==> src/rtl/debug_display.sv <==
`default_nettype none
// ============================================================================
//  Module      : debug_display
//  Description : Eight-digit, common-anode, active-low seven-segment driver
//                for the CPU observation bus. A debounced push-button cycles
//                through four views of the bus; the decimal point on digit 0
//                of the write-data view flags that a memory write occurred.
//  Revision    : 1.0  initial release
// ============================================================================
module debug_display #(
    parameter int N               = 32,
    parameter int REFRESH_DIV     = 100000,
    parameter int DEBOUNCE_CYCLES = 1000000
) (
    input  logic         clk,
    input  logic         reset,
    input  logic [7:0]   pclow,
    input  logic [4:0]   state,
    input  logic [N-1:0] dataadr,
    input  logic [N-1:0] writedata,
    input  logic         memwrite,
    input  logic [N-1:0] check,
    input  logic [N-1:0] checkm,
    input  logic         modebtn,
    output logic [7:0]   an,
    output logic [7:0]   seg,
    output logic [1:0]   mode
);

    localparam int c_PRE_W = (REFRESH_DIV > 1) ? $clog2(REFRESH_DIV) : 1;
    localparam int c_DB_W  = (DEBOUNCE_CYCLES > 1) ? $clog2(DEBOUNCE_CYCLES) : 1;
    localparam logic [c_PRE_W-1:0] c_PRE_LAST = c_PRE_W'(REFRESH_DIV - 1);
    localparam logic [c_DB_W-1:0]  c_DB_LAST  = c_DB_W'(DEBOUNCE_CYCLES - 1);

    logic                r_sync1;
    logic                r_sync2;
    logic                r_stable;
    logic [c_DB_W-1:0]   r_dbcnt;
    logic [1:0]          r_mode;
    logic                r_wsticky;
    logic [c_PRE_W-1:0]  r_pre;
    logic [2:0]          r_idx;
    logic [7:0]          r_an;
    logic [7:0]          r_seg;

    logic                w_accept;
    logic                w_press;
    logic [31:0]         w_adr32;
    logic [31:0]         w_word;
    logic [3:0]          w_nibble;
    logic [6:0]          w_hex;
    logic                w_dp_lit;

    // A level change is accepted once the synchronized input has differed
    // from the stable level for DEBOUNCE_CYCLES consecutive cycles.
    assign w_accept = (r_sync2 != r_stable) && (r_dbcnt == c_DB_LAST);
    assign w_press  = w_accept && r_sync2;

    // Two-flop synchronizer for the asynchronous button.
    always_ff @(posedge clk or posedge reset) begin
        if (reset) begin
            r_sync1 <= 1'b0;
            r_sync2 <= 1'b0;
        end else begin
            r_sync1 <= modebtn;
            r_sync2 <= r_sync1;
        end
    end

    // Debouncer: count cycles of disagreement, restart on any agreement.
    always_ff @(posedge clk or posedge reset) begin
        if (reset) begin
            r_stable <= 1'b0;
            r_dbcnt  <= '0;
        end else if (r_sync2 == r_stable) begin
            r_dbcnt  <= '0;
        end else if (r_dbcnt == c_DB_LAST) begin
            r_stable <= r_sync2;
            r_dbcnt  <= '0;
        end else begin
            r_dbcnt  <= r_dbcnt + c_DB_W'(1);
        end
    end

    // Mode advances on an accepted press; the write flag sets on any write
    // and clears on a mode change, with a simultaneous write taking priority.
    always_ff @(posedge clk or posedge reset) begin
        if (reset) begin
            r_mode    <= 2'd0;
            r_wsticky <= 1'b0;
        end else begin
            if (w_press) begin
                r_mode <= r_mode + 2'd1;
            end
            if (memwrite) begin
                r_wsticky <= 1'b1;
            end else if (w_press) begin
                r_wsticky <= 1'b0;
            end
        end
    end

    // Refresh prescaler: each digit stays lit for REFRESH_DIV cycles.
    always_ff @(posedge clk or posedge reset) begin
        if (reset) begin
            r_pre <= '0;
            r_idx <= 3'd0;
        end else if (r_pre == c_PRE_LAST) begin
            r_pre <= '0;
            r_idx <= r_idx + 3'd1;
        end else begin
            r_pre <= r_pre + c_PRE_W'(1);
        end
    end

    // Select the 32-bit display word for the current mode (zero-extended
    // when the observed buses are narrower than 32 bits).
    always_comb begin
        w_adr32 = 32'(dataadr);
        w_word  = 32'd0;
        case (r_mode)
            2'd0:    w_word = {pclow, 3'b000, state, w_adr32[15:0]};
            2'd1:    w_word = 32'(check);
            2'd2:    w_word = 32'(checkm);
            default: w_word = 32'(writedata);
        endcase
    end

    assign w_nibble = w_word[{r_idx, 2'b00} +: 4];
    assign w_dp_lit = (r_mode == 2'd3) && (r_idx == 3'd0) && r_wsticky;

    // Hex digit to active-low segments {g,f,e,d,c,b,a}.
    always_comb begin
        w_hex = 7'h7F;
        case (w_nibble)
            4'h0: w_hex = 7'h40;
            4'h1: w_hex = 7'h79;
            4'h2: w_hex = 7'h24;
            4'h3: w_hex = 7'h30;
            4'h4: w_hex = 7'h19;
            4'h5: w_hex = 7'h12;
            4'h6: w_hex = 7'h02;
            4'h7: w_hex = 7'h78;
            4'h8: w_hex = 7'h00;
            4'h9: w_hex = 7'h10;
            4'hA: w_hex = 7'h08;
            4'hB: w_hex = 7'h03;
            4'hC: w_hex = 7'h46;
            4'hD: w_hex = 7'h21;
            4'hE: w_hex = 7'h06;
            default: w_hex = 7'h0E;
        endcase
    end

    // Registered digit enable and segment outputs, one cycle behind r_idx.
    always_ff @(posedge clk or posedge reset) begin
        if (reset) begin
            r_an  <= 8'hFF;
            r_seg <= 8'hFF;
        end else begin
            r_an  <= ~(8'b0000_0001 << r_idx);
            r_seg <= {~w_dp_lit, w_hex};
        end
    end

    assign an   = r_an;
    assign seg  = r_seg;
    assign mode = r_mode;

endmodule
`default_nettype wire

==> config.mk <==
export PLATFORM = sky130hd
export DESIGN_NAME = debug_display
export DESIGN_NICKNAME = d
export VERILOG_FILES = /design/src/rtl/debug_display.sv
export SDC_FILE = /design/constraint.sdc
export NUM_CORES = 1
export LEC_CHECK = 0
export ABC_AREA = 1
export BUFFER_PORTS_ARGS = -buffer_cell sky130_fd_sc_hd__buf_2
export CAP_MARGIN = 5
export CORE_ASPECT_RATIO = 0.6
export CORE_MARGIN = 2
export CORE_UTILIZATION = 40
export DETAILED_ROUTE_END_ITERATION = 12
export PLACE_DENSITY = 0.77
export SYNTH_ARGS = -nofsm -noshare
export SYNTH_HDL_FRONTEND = slang
export SYNTH_SLANG_ARGS = --single-unit
==> constraint.sdc <==
create_clock -name clk -period 4.14 [get_ports clk]
set_input_delay 0.207 -clock clk [delete_from_list [all_inputs] [get_ports clk]]
set_output_delay 0.207 -clock clk [all_outputs]
set_load 0.01 [all_outputs]
# Word-level counts from Yosys, hierarchy flattened
# Memories as Yosys holds them, arrays and structs flattened. A register that Yosys moved wholly into a read port is not among the register bits.
# Cells that the tools add are included.
# Widths: inputs -> output; s select.
[classes]
n_reduce_logical = 8
bitwise_logic = 3
n_div = 0
n_lt_le_gt_ge = 0
mul = 0
eq_ne = 7
mux = 6
shifts = 2
add_sub_neg = 4
[ops]
columns = ["cell", "n"]
rows = [
  ["$pmux 32 s3", 1],
  ["$mux 20", 2],
  ["$shiftx 32x6->4", 1],
  ["$add 20x1->20 const B", 1],
  ["$eq 20x20->1 const B", 1],
  ["$add 17x1->17 const B", 1],
  ["$eq 17x17->1 const B", 1],
  ["$mux 17", 1],
  ["$not 8->8", 1],
  ["$shl 1x3->8 const A", 1],
  ["$eq 2x2->1 const B", 2],
  ["$logic_and 1x1->1", 4],
  ["$add 3x1->3 const B", 1],
  ["$logic_not 3->1", 1],
  ["$add 2x1->2 const B", 1],
  ["$eq 2x1->1 const B", 1],
  ["$logic_not 2->1", 1],
  ["$mux 1", 2],
  ["$not 1->1", 2],
  ["$reduce_and 2->1", 1],
  ["$reduce_bool 2->1", 1],
  ["$eq 1x1->1", 1],
  ["$ne 1x1->1", 1],
]
[word_totals]
input_bits = 145
memories = 1
elab_cells = 41
mem_bits_rw = 0
output_inout_bits = 18
latchBits = 0
ff_bits = 62
romBits = 112
[memory_table]
columns = ["name", "words", "width", "read_ports", "rd_clocked_by_memory_dff", "write_ports", "line", "rtl"]
rows = [
  ["(name not given)", 16, 7, 1, 1, 0, "135", "case (w_nibble)"],
]

# Logic depth before layout (Yosys ltp)
[logic_depth]
ltp_word = 5
ltp_mapped = 18
mapped_depth_nobuf = 17

# Least setup slack after synthesis
# No wires, ideal clock.
[synth_path]
kind = "flip-flop to flip-flop"
start = "reg r_mode[0] (netlist: mode[0])"
end = "reg r_seg[3] (netlist: seg[3])"
t_required_ps = 4080
slack_ps = 1991
path_stages_with_launch = 18
setup_ps = 60
synth_period_minus_slack_ps = 2149
n_path_buf = 2
arrival_ps = 2089
cell_sequence = "dfrtp_1 inv_1 ha_1 buf_6 buf_6 a21oi_1 nand3_1 nand3_1 nand3_1 nand3_1 nand2_2 inv_2 ha_1 inv_1 nand2_1 nand2_1 nand2_1 nand2_1"
[synth_via]
elab_chain_cells = 3
elab_cells_between_ends = 5
classes_between = "2 x eq/ne; 1 x shift; 1 x mux; 1 x reduce/logical"
[synth_lines]
columns = ["element", "line", "rtl"]
rows = [
  ["start, declared", "39", "logic [1:0] r_mode;"],
  ["start signal, assigned", "93", "r_mode <= r_mode + 2'd1;"],
  ["$eq 2x2->1, or another cell as far along", "121", "case (r_mode)"],
  ["$pmux 32 s3 (*)", "121", ""],
  ["$shiftx 32x6->4 (*)", "129", "assign w_nibble = w_word[{r_idx, 2'b00} +: 4];"],
  ["end, declared", "44", "logic [7:0] r_seg;"],
]
# Mark *: on every way between the ends. The rest lies on a longest branch, timed or not.
# A chain may end at the register's enable or synchronous reset.

# Worst setup path after layout
[layout_path]
start = "reg r_mode[0] (netlist: mode[0])"
end = "reg r_seg[0] (netlist: seg[0])"
# The elaborated chain is that of the path after synthesis.

==> metrics.txt <==
status=completed; Synth top area share=0.256; cell taking the most area after synthesis=dfrtp_1; Worst setup SP type=flip-flop; final cell count without fillers=926; total gr overflow=0; Initial Util=0.418; syn_nets=801; CORE AREA=10800 um^2; cell with the most instances after synthesis=nand2_1; initial antenna violation count=0; Psw=0.332 mW; ANT nets after route=0; GRT Total Usage=0.216; critical path required time=4.40 ns; multiplexer share of the synthesized area=0; routed len/inst=13.3 um; Synth Flop Type=dfrtp_1; final period utilization=0.691; Final Instance Area=5630 um^2; Post-synth EDFFs=0; first-pass GRT wire length=roughly 21000 um; DRC=0; Slew Limit Fails=0; post-synthesis adder-cell area fraction=0.0528; area taken by multi-input logic gates=2550 um^2; TritonCTS Buffers=9; post-placement cell count=around 910; unrepaired setup endpoints after global routing=false; post-DP HPWL=9520 um; largest cells by area after synthesis=dfrtp_1, nand2_1, dfstp_2; area delta synth->final=25.0%; drt first pass iters=4; Post-Synth Simple-Gate Area=0.434; share of cells above drive strength 1=0.286; worst slew pin tran=0.853 ns; Diodes inserted=0; Async SR Flop Fraction=1.00; MaxCap Viol Count=0; First DRT Iteration DRCs=~370; Via Count=4689; Max FO, Critical Path=22; Clock Power Share=0.493; Die H=86.2 um; Setup CP Type=flip-flop to flip-flop; Synthesis Warnings=0; CTS tree=yes; Setup Skew=0.00362 ns; Mapped Cells=637; post-synthesis xor/xnor area fraction=0.0311; post-synthesis register bit count=62; Placed Instance Area=between 5000 and 6000 um^2; worst skew pair latency=between 0.3 and 0.4 ns; final setup violation count=0; Root Driver=clkbuf_16; Syn Area/Cell=7.07 um^2; vias in the first global route=4567; largest net degree at the start of global routing=between 40 and 50; combinational family with the most area after synthesis=simple AND/OR/NAND/NOR gates; Synth top cells by count=nand2_1, nand3_1, inv_1; H-Tree Depth=3; IO Pins=163; vias per std cell=around 5.1; final hold vios=0; Gate power share=0.096; Final Critical Period=2.86 ns; die area=12100 um^2; Worst setup EP type=flip-flop; sequential fraction of the synthesis area=0.349; # rows=29; Int Pwr=1.19 mW; switching share of total power=0.219; headroom to the max-slew limit=0.431; Sequential Power Share=0.411; GPL Wtd Cong=0.883; total wire length=about 12000 um; area occupied by registers=roughly 1600 um^2; Die Wd=141 um; maximum root-to-sink buffer count=2; Leakage=approximately 2.9 nW; PwrDens=270 nW/um^2; synth unique cells=37; I/O Buffers=around 150; Clock Sink Count=62; Synth Area in Compound Gates=0.0495; FMAX=0.350 GHz; WHS=0.0904 ns; clock-pin slew on the worst setup and hold paths=approximately 0.050 ns; post-CTS setup buffers=0; Final #Nets=between 900 and 1000; setup TNS=0 ns; Hold Crit Class=primary input to flip-flop; Tot Pwr=1.52 mW; worst path arrival time=between 3 and 4 ns; Peak VDD IR=244 uV; Fillers=1066; Post-Syn Area=roughly 4500 um^2
-- cells by family after synthesis --
group / after synthesis
buffers and inverters: 80
adders and majority gates: 19
DFF: 62
and+or+nand+nor: 418
xor gates and xnor gates: 16
AOI/OAI and AO/OA: 42
-- worst max-delay path: stages (launching register included) --
cell and delay [ns]:
dfrtp_1 0.44, inv_1 0.14, ha_1 0.73, buf_4 0.27
nand2_1 0.06, nand3_1 0.07, nand2_1 0.06, nand3_1 0.09
nand3_1 0.09, nand3_1 0.12, nand2_2 0.12, ha_1 0.28
nand3_1 0.14, nand2_1 0.07, nand2_1 0.06, nand2_1 0.06
-- cells in the final DEF, fill, tap and decap left out, drive strengths merged --
master       instances
buf                154
dfstp               16
o211ai               1
dlygate4sd3          2
a31oi                1
nor4                 8
a21o                 1
o21ai                9
nor2                52
inv                 58
clkinv               3
xnor2                2
nor3                13
xor2                14
nand2              231
dfrtp               46
nand4               17
a21oi               29
ha                  19
or2                  4
nand3               90
nand3b               2
bufinv               1
o21a                 1
clkbuf              12
nor3b                1
-- sequential cells by signal, indices dropped and copies added, names as in the netlist --
register and count:
r_wsticky 1, r_dbcnt 20, seg 8, r_idx 3
r_sync1 1, r_sync2 1, r_stable 1, r_pre 17
an 8, mode 2
-- power by group through the flow --
| stage | logic, mW | clock network (mW) | registers (mW) |
|---|---|---|---|
| 6_report | 0.146 | 0.749 | 0.624 |
| 5_1_grt | 0.167 | 0.797 | 0.624 |
| 4_1_cts | 0.146 | 0.765 | 0.624 |
| 3_5_place_dp | 0.144 | 0 | 0.634 |
| 3_3_place_gp | 0.142 | 0 | 0.634 |
| 2_1_floorplan | 0.0615 | 0 | 0.637 |
-- layout make-up --
class	count	share of cell area
Sequential cell	62	0.279
Clock inverter	4	0.00800
Inverter	58	0.0387
Tap cell	139	0.0309
Timing Repair Buffer	156	0.144
Clock buffer	12	0.0456
Multi-Input combinational cell	495	0.454
-- per-layer routing --
layer  global-route usage  vias up  wire (um)
li1                     -     2344          -
met1                0.298     2171       5920
met2                0.337      159       5330
met3               0.0624       15        967
met4               0.0518        0        144
met5                    0        -          0
-- worst paths after layout --
kind,startpoint,endpoint,slack [ns],cells after the start
max in group asynchronous,reset,seg[0]$_DFF_PP1_,2.83,4
max,mode[0]$_DFFE_PP0P_,seg[0]$_DFF_PP1_,1.28,15
min,memwrite,r_wsticky$_DFFE_PP0P_,0.09,2
min reg2reg,r_sync1$_DFF_PP0_,r_sync2$_DFF_PP0_,0.37,0
min in group asynchronous,reset,r_pre[5]$_DFF_PP0_,0.44,3
max reg2reg,mode[0]$_DFFE_PP0P_,seg[0]$_DFF_PP1_,1.28,15
-- timing repair --
action | in CTS | in global routing
resized for setup | 0 | 0
hold buffers | 2 | 0
endpoints found under the hold margin | 14 | 0
-- through the flow --
step	utilization	setup WS (ns)
CTS	0.522	1.33
global route	0.522	1.01
finish	0.522	1.28
detailed placement	0.492	1.34
global placement	0.492	1.37
floorplan	-	1.99
Note: power is estimated with default switching activity, not from simulation.
